==> src/rtl/alu_pkg.sv <==
// Shared definitions for the arbitrated ALU: widths, function codes, FSM encoding
// and the function-code legality check.
package alu_pkg;

   localparam int DATA_W = 32;
   localparam int FUNC_W = 3;

   localparam logic [FUNC_W-1:0] ALU_ADD = 3'b001;
   localparam logic [FUNC_W-1:0] ALU_SUB = 3'b010;
   localparam logic [FUNC_W-1:0] ALU_AND = 3'b011;
   localparam logic [FUNC_W-1:0] ALU_OR  = 3'b100;
   localparam logic [FUNC_W-1:0] ALU_SLT = 3'b101;

   localparam logic [1:0] ST_IDLE = 2'd0;
   localparam logic [1:0] ST_EXEC = 2'd1;
   localparam logic [1:0] ST_RESP = 2'd2;

   function automatic logic is_legal_func(input logic [FUNC_W-1:0] f);
      logic legal;
      case (f)
         ALU_ADD, ALU_SUB, ALU_AND, ALU_OR, ALU_SLT: legal = 1'b1;
         default:                                    legal = 1'b0;
      endcase
      return legal;
   endfunction

endpackage

==> src/rtl/alu.sv <==
// Shared combinational 32-bit ALU; illegal function codes produce zero.
import alu_pkg::*;

module alu (
   input  logic [DATA_W-1:0] a,
   input  logic [DATA_W-1:0] b,
   input  logic [FUNC_W-1:0] alu_func,
   output logic [DATA_W-1:0] data_out
);

   logic signed [DATA_W-1:0] w_a_s;
   logic signed [DATA_W-1:0] w_b_s;

   assign w_a_s = a;
   assign w_b_s = b;

   always_comb begin
      data_out = '0;
      case (alu_func)
         ALU_ADD: data_out = a + b;
         ALU_SUB: data_out = a - b;
         ALU_AND: data_out = a & b;
         ALU_OR:  data_out = a | b;
         ALU_SLT: data_out = {{(DATA_W-1){1'b0}}, (w_a_s < w_b_s)};
         default: data_out = '0;
      endcase
   end

endmodule

==> src/rtl/alu_arbiter.sv <==
// Round-robin sharing of one ALU between two requesters: IDLE grants and captures,
// EXEC registers the ALU result, RESP holds it until the owning requester takes it.
import alu_pkg::*;

module alu_arbiter (
   input  logic              clk,
   input  logic              rst,
   input  logic              req0_valid,
   output logic              req0_ready,
   input  logic [DATA_W-1:0] req0_a,
   input  logic [DATA_W-1:0] req0_b,
   input  logic [FUNC_W-1:0] req0_func,
   input  logic              req1_valid,
   output logic              req1_ready,
   input  logic [DATA_W-1:0] req1_a,
   input  logic [DATA_W-1:0] req1_b,
   input  logic [FUNC_W-1:0] req1_func,
   output logic              rsp0_valid,
   input  logic              rsp0_ready,
   output logic              rsp1_valid,
   input  logic              rsp1_ready,
   output logic [DATA_W-1:0] rsp_data,
   output logic              rsp_err
);

   logic [1:0]        r_state;
   logic              r_last_grant;
   logic              r_id;
   logic [DATA_W-1:0] r_a;
   logic [DATA_W-1:0] r_b;
   logic [FUNC_W-1:0] r_func;
   logic [DATA_W-1:0] r_rsp_data;
   logic              r_rsp_err;
   logic              r_rsp0_valid;
   logic              r_rsp1_valid;

   logic              w_grant;
   logic              w_idle;
   logic              w_accept;
   logic              w_rsp_take;
   logic [DATA_W-1:0] w_alu_out;

   // Contention alternates against the previous winner; a lone requester always wins.
   always_comb begin
      w_grant = 1'b0;
      if (req0_valid && req1_valid) begin
         w_grant = ~r_last_grant;
      end else if (req1_valid) begin
         w_grant = 1'b1;
      end
   end

   assign w_idle     = (r_state == ST_IDLE);
   assign req0_ready = w_idle & req0_valid & ~w_grant;
   assign req1_ready = w_idle & req1_valid &  w_grant;
   assign w_accept   = req0_ready | req1_ready;
   assign w_rsp_take = r_id ? rsp1_ready : rsp0_ready;

   alu u_alu (
      .a        (r_a),
      .b        (r_b),
      .alu_func (r_func),
      .data_out (w_alu_out)
   );

   always_ff @(posedge clk or posedge rst) begin
      if (rst) begin
         r_state      <= ST_IDLE;
         r_last_grant <= 1'b1;
         r_id         <= 1'b0;
         r_a          <= '0;
         r_b          <= '0;
         r_func       <= '0;
         r_rsp_data   <= '0;
         r_rsp_err    <= 1'b0;
         r_rsp0_valid <= 1'b0;
         r_rsp1_valid <= 1'b0;
      end else begin
         case (r_state)
            ST_IDLE: begin
               if (w_accept) begin
                  r_a          <= w_grant ? req1_a    : req0_a;
                  r_b          <= w_grant ? req1_b    : req0_b;
                  r_func       <= w_grant ? req1_func : req0_func;
                  r_id         <= w_grant;
                  r_last_grant <= w_grant;
                  r_state      <= ST_EXEC;
               end
            end
            ST_EXEC: begin
               r_rsp_data <= w_alu_out;
               r_rsp_err  <= ~is_legal_func(r_func);
               if (r_id) begin
                  r_rsp1_valid <= 1'b1;
               end else begin
                  r_rsp0_valid <= 1'b1;
               end
               r_state <= ST_RESP;
            end
            ST_RESP: begin
               // Only the owning channel's ready can retire the result.
               if (w_rsp_take) begin
                  r_rsp0_valid <= 1'b0;
                  r_rsp1_valid <= 1'b0;
                  r_state      <= ST_IDLE;
               end
            end
            default: r_state <= ST_IDLE;
         endcase
      end
   end

   assign rsp0_valid = r_rsp0_valid;
   assign rsp1_valid = r_rsp1_valid;
   assign rsp_data   = r_rsp_data;
   assign rsp_err    = r_rsp_err;

endmodule

==> config.mk <==
export PLATFORM = sky130hd
export DESIGN_NAME = alu_arbiter
export DESIGN_NICKNAME = d
export VERILOG_FILES = /design/src/rtl/alu_pkg.sv /design/src/rtl/alu.sv /design/src/rtl/alu_arbiter.sv
export SDC_FILE = /design/constraint.sdc
export NUM_CORES = 1
export LEC_CHECK = 0
export CELL_PAD_IN_SITES_DETAIL_PLACEMENT = 0
export CELL_PAD_IN_SITES_GLOBAL_PLACEMENT = 1
export CORE_UTILIZATION = 36
export CTS_BUF_LIST = sky130_fd_sc_hd__clkbuf_16
export DETAILED_ROUTE_END_ITERATION = 12
export GPL_TIMING_DRIVEN = 0
export PLACE_DENSITY = 0.8
export SLEW_MARGIN = 0
export SYNTH_ARGS = -nofsm -noshare
export SYNTH_HDL_FRONTEND = slang
export SYNTH_SLANG_ARGS = --single-unit
==> constraint.sdc <==
create_clock -name clk -period 3 [get_ports clk]
set_clock_uncertainty 0.15 [all_clocks]
set_input_delay 0.3 -clock clk [delete_from_list [all_inputs] [get_ports clk]]
set_output_delay 0.3 -clock clk [all_outputs]
set_load 0.05 [all_outputs]
=== Word level (Yosys, flattened, before mapping) ===
Index checks and enable logic that the tools add are counted.
W data, S select, Z words.

* Flip-flop bits (word level): 106
* Bits in latches: 0
* RAM bits: 0
* Bits in read-only memories: 0
* Input port bits: 140
* Output and inout bits: 37
* Logic and storage cells: 59
* Memories kept: 0

* $add $sub $neg: 2
* Multiply operators: 0
* Div/mod/pow operators: 0
* Order comparisons: 1
* Equality and inequality tests: 11
* Shift operators: 0
* Mux-type cells: 17
* Bitwise logic cells: 10
* Reduce and logical (&&, ||, !) cells: 8

{| class="wikitable"
|+ Operators by type and width
! operator !! count
|-
| $pmux W32 S5 || 1
|-
| $mux W32 || 2
|-
| $add A32 B32 Y32 || 1
|-
| $and A32 B32 Y32 || 1
|-
| $lt A32 B32 Y1 || 1
|-
| $or A32 B32 Y32 || 1
|-
| $sub A32 B32 Y32 || 1
|-
| $mux W1 || 8
|-
| $eq A3 B2 Y1 const B || 2
|-
| $eq A3 B3 Y1 const B || 2
|-
| $ne A2 B2 Y1 const B || 3
|-
| $pmux W2 S3 || 1
|-
| $reduce_and A3 Y1 || 2
|-
| $reduce_or A5 Y1 || 1
|-
| $and A1 B1 Y1 || 4
|-
| $mux W2 || 2
|-
| $pmux W1 S2 || 2
|-
| $reduce_and A2 Y1 || 2
|-
| $eq A3 B1 Y1 const B || 1
|-
| $mux W3 || 1
|-
| $not A1 Y1 || 3
|-
| $eq A2 B1 Y1 const B || 1
|-
| $eq A2 B2 Y1 const B || 1
|-
| $logic_not A2 Y1 || 1
|-
| 4 further kinds || 4
|}

=== Logic depth before layout (Yosys ltp) ===
* Word-level depth: 7
* Gate-level depth with buffers: 12
* Depth with buffers taken out: 12

=== Modules after synthesis ===
Synthesis repeated with hierarchy kept, for this count alone.

* Cell total of the unflattened synthesis: 1039
* Area, all modules: 9715.6 µm²

{| class="wikitable"
|+ By module, submodules not included
! module !! times used !! cells each !! area an instance (µm²)
|-
| alu_arbiter || 1 || 316 || 4860.9
|-
| alu || 1 || 723 || 4854.7
|}

=== Worst setup path before layout ===
No wires, ideal clock.

* Path kind: register to register
* From: reg r_a[0]
* To: reg r_rsp_data[22], in the netlist rsp_data[22]
* Library setup time: 0.131 ns
* Arrival: 2.937 ns
* Slack: -0.218 ns
* Cell stages (with the launch flop): 13
* Path buffers: 0
* Cell sequence: dfrtp_1 -> inv_1 -> ha_1 -> fa_1 -> nor2_1 -> o311ai_2 -> a2111oi_4 -> o21ai_2 -> a2111o_1 -> a2111oi_2 -> o31ai_1 -> a32oi_1 -> o21ai_1

* Word-level cells in the longest chain between the ends: 2

{| class="wikitable"
|+ Ends and longest elaborated chain
! item !! RTL line !! text
|-
| start: declaration || alu_arbiter.sv:29 || <nowiki>logic [DATA_W-1:0] r_a;</nowiki>
|-
| start signal: assignment || alu_arbiter.sv:82 || <nowiki>r_a <= w_grant ? req1_a : req0_a;</nowiki>
|-
| $sub A32 B32 Y32 / $add A32 B32 Y32 (equally long branches) || alu.sv:21, alu.sv:20 ||
|-
| $pmux W32 S5 * || alu.sv:19 || <nowiki>case (alu_func)</nowiki>
|-
| end signal: assignment || alu_arbiter.sv:91 || <nowiki>r_rsp_data <= w_alu_out;</nowiki>
|-
| end: declaration || alu_arbiter.sv:32 || <nowiki>logic [DATA_W-1:0] r_rsp_data;</nowiki>
|}

Mark *: on every way between the ends. The rest lies on a longest branch, timed or not.
A chain may end at the register's enable or synchronous reset.

=== Worst setup path after layout ===
* From: reg r_b[0]
* To: reg r_rsp_data[22], in the netlist rsp_data[22]

* Word-level cells in the longest chain between the ends: 2

{| class="wikitable"
|+ Ends and longest elaborated chain
! item !! RTL line !! text
|-
| start: declaration || alu_arbiter.sv:30 || <nowiki>logic [DATA_W-1:0] r_b;</nowiki>
|-
| start signal: assignment || alu_arbiter.sv:83 || <nowiki>r_b <= w_grant ? req1_b : req0_b;</nowiki>
|-
| $sub A32 B32 Y32 / $add A32 B32 Y32 (equally long branches) || alu.sv:21, alu.sv:20 ||
|-
| $pmux W32 S5 * || alu.sv:19 ||
|}

Marks and branches as above.

==> impl_metrics.env <==
export IMPL_status="finished with violations"
export IMPL_violations="negative setup slack"
export IMPL_netlist_top_cells_count="nor2_1, a21oi_1, dfrtp_1, ha_1, inv_1"
export IMPL_die_w_um=163
export IMPL_crit_fanout=4
export IMPL_syn_area_um2=9320
export IMPL_worstSetupEndpointType="flop"
export IMPL_ctsHtreeMaxLevel=3
export IMPL_fin_crit_ns=3.39
export IMPL_syn_to_final_growth_pct=41.0
export IMPL_worstPathArrival_ns=3.46
export IMPL_clk_latency_ns=0.37
export IMPL_rows=58
export IMPL_clock_root_buffer="clkbuf_16"
export IMPL_antenna_found_initial=0
export IMPL_fin_crit_sh=1.13
export IMPL_syn_nets=1395
export IMPL_cp_data_required_time_ns=3.08
export IMPL_yosysTopAreaCellShare=0.282
export IMPL_yosysTopAreaCell="dfrtp_1"
export IMPL_worstReg2RegStart="r_b[0]"
export IMPL_ys_types=73
export IMPL_clkTransAtPathRegs_ns=0.08
export IMPL_hold_buffers=0
export IMPL_initial_core_util=0.369
export IMPL_tightestPinTransition_ns=1.00
export IMPL_hold_class="in -> async"
export IMPL_cts_buffer_depth=2
export IMPL_die_h_um=163
export IMPL_drive_gt1_frac=0.158
export IMPL_max_slew_margin_rel=0.333
export IMPL_yosysMostFrequentCell="nor2_1"
export IMPL_drt_pre_antenna_iters=5
export IMPL_ys_flop_type="dfrtp_1"
export IMPL_met3_usage=0.0504
export IMPL_ant_nets=0
export IMPL_hold_violations=0
export IMPL_layout_nets=1634
export IMPL_grt_util_met1=0.372
export IMPL_rsz0062_at_grt="true"
export IMPL_grt_busiest_layer="met2"
export IMPL_viasPerCell=5.62
export IMPL_timing_rr_end="rsp_data[22]"
export IMPL_drtIter0Drc=723
export IMPL_antenna_cells=0
export IMPL_maxSlewViolCount=0
export IMPL_postSynthCellCount=1157
export IMPL_cts_buffers=9
export IMPL_first_global_vias=9528
export IMPL_yosysSeqAreaShare=0.285
export IMPL_drc=0
export IMPL_avgSynthCellArea_um2=8.05
export IMPL_finalSetupViolCount=18
export IMPL_cap_violations=0
export IMPL_coreArea_um2=25300
export IMPL_io_buffers=176
export IMPL_cts_sinks=106
export IMPL_crit_path_start_kind="flop"
export IMPL_cts_tree="done"
export IMPL_gr_total_overflow=0
export IMPL_fin_cells=1731
export IMPL_synth_ff_latch_count=106
export IMPL_grt_max_degree=42
export IMPL_ff2ff_path_depth=11
export IMPL_grt_use_total=0.268
export IMPL_wl_per_cell_um=20.6
export IMPL_synthTopCellsByArea="dfrtp_1, ha_1, a21oi_1"
export IMPL_ys_warnings_count=0
export IMPL_gp_congestion=0.980
export IMPL_die_area_um2=26500
export IMPL_use_met2=0.420
export IMPL_dp_hpwl_um=26400
export IMPL_whs_ns=0.275
export IMPL_grt_pass1_wl_um=54100
export IMPL_finalWirelength_um=35600
export IMPL_timing_worst_setup_path_type="reg -> reg"
export IMPL_synth_edf_count=0
export IMPL_num_vias=9732
export IMPL_nFillCells=2482
export IMPL_r2r_slack_ns=-0.39
export IMPL_dp_cells=1665
export IMPL_fmax_mhz=295
export IMPL_dp_slack_ns=-1.35
export IMPL_ys_async_sr_fraction=1.00
export IMPL_worst_slack_ns=-0.388
export IMPL_io_pins=177
==> per-layer routing <==
metal | wire (um) | part of all wire | up-vias
li1 | - | - | 4624
met1 | 16400 | 0.46 | 4702
met2 | 16300 | 0.46 | 361
met3 | 2380 | 0.067 | 45
met4 | 607 | 0.017 | 0
met5 | 0 | 0 | -
==> layout make-up <==
cell class                      instances  area [um2]  area share
Buffer                                 71         377      0.0287
Clock buffer                            9         225      0.0171
Clock inverter                          7        65.1     0.00495
Inverter                               95         362      0.0275
Multi-Input combinational cell        880        6810       0.518
Sequential cell                       106        2660       0.202
Tap cell                              330         413      0.0314
Timing Repair Buffer                  233        2230       0.170
==> stage by stage <==
| step | TNS [ns] | area, um2 | util |
|---|---|---|---|
| floorplan | -0.104 | 9350 | - |
| global placement | -20.25 | 11500 | 0.456 |
| detailed placement | -20.88 | 11600 | 0.458 |
| CTS | -3.20 | 12700 | 0.503 |
| global route | -5.77 | 13100 | 0.520 |
| finish | -3.43 | 13100 | 0.520 |
==> repair_timing <==
item                       CTS  global route
pin swaps                   38            31
gates resized for setup    139            67
setup endpoints to repair   53            33
setup buffers               37            18
gates cloned                 0             0
==> sequential cells by signal, indices dropped and copies added (netlist names), 2 cells and up <==
register,count
r_func,3
r_state,2
r_b,32
rsp_data,32
r_a,32
==> cells by family after synthesis <==
| group | after synthesis | synth area share |
|---|---|---|
| muxes | 71 | 0.0766 |
| AOI/OAI and AO/OA | 393 | 0.282 |
| adders and majority gates | 98 | 0.133 |
| xor gates and xnor gates | 5 | 0.00470 |
| DFF | 106 | 0.285 |
| and+or+nand+nor | 313 | 0.148 |
| buffers and inverters | 171 | 0.0712 |
==> worst max-delay path by stage <==
stage	from	cells after the start	slack (ns)	end
2_1_floorplan	r_a[0]	12	-0.10	rsp_data[22]
3_3_place_gp	req1_valid	7	-1.30	req0_ready
3_5_place_dp	req1_valid	7	-1.35	req0_ready
4_1_cts	r_b[0]	11	-0.43	rsp_data[22]
5_1_grt	r_b[0]	11	-0.49	rsp_data[22]
6_report	r_b[0]	11	-0.39	rsp_data[22]
==> worst max-delay path, cell delays in order, from the launching register on <==
cell       delay (ns)
dfrtp_2          0.46
ha_4             0.19
fa_2             0.39
nor2_4           0.15
o311ai_4         0.11
a2111oi_4        0.39
o21ai_2          0.10
a2111o_1         0.48
a2111oi_4        0.43
o31ai_1          0.13
a32oi_1          0.18
o21ai_1          0.09
==> cell usage in the layout (no fill, tap or decap), types with 9 or more instances in the layout <==
master and instances:
clkdlybuf4s50_1 174, nor2_1 144, a21oi_1 129, dfrtp_1 101
inv_1 89, ha_1 81, mux2i_1 69, nand2_1 68
buf_4 58, o21ai_0 46, clkbuf_1 29, a21o_1 19
o21bai_1 15, nor3_1 15, clkbuf_2 14, a221oi_1 12
o221ai_1 12, a221o_1 12, and3_1 11, nand3_1 11
o21ai_1 11, buf_1 10, o211ai_1 10, ha_4 10
nand2b_1 9, buf_6 9, clkbuf_16 9
Power is not shown: default switching activity piles up to over one toggle a cycle in this logic, so the estimate is an artifact.
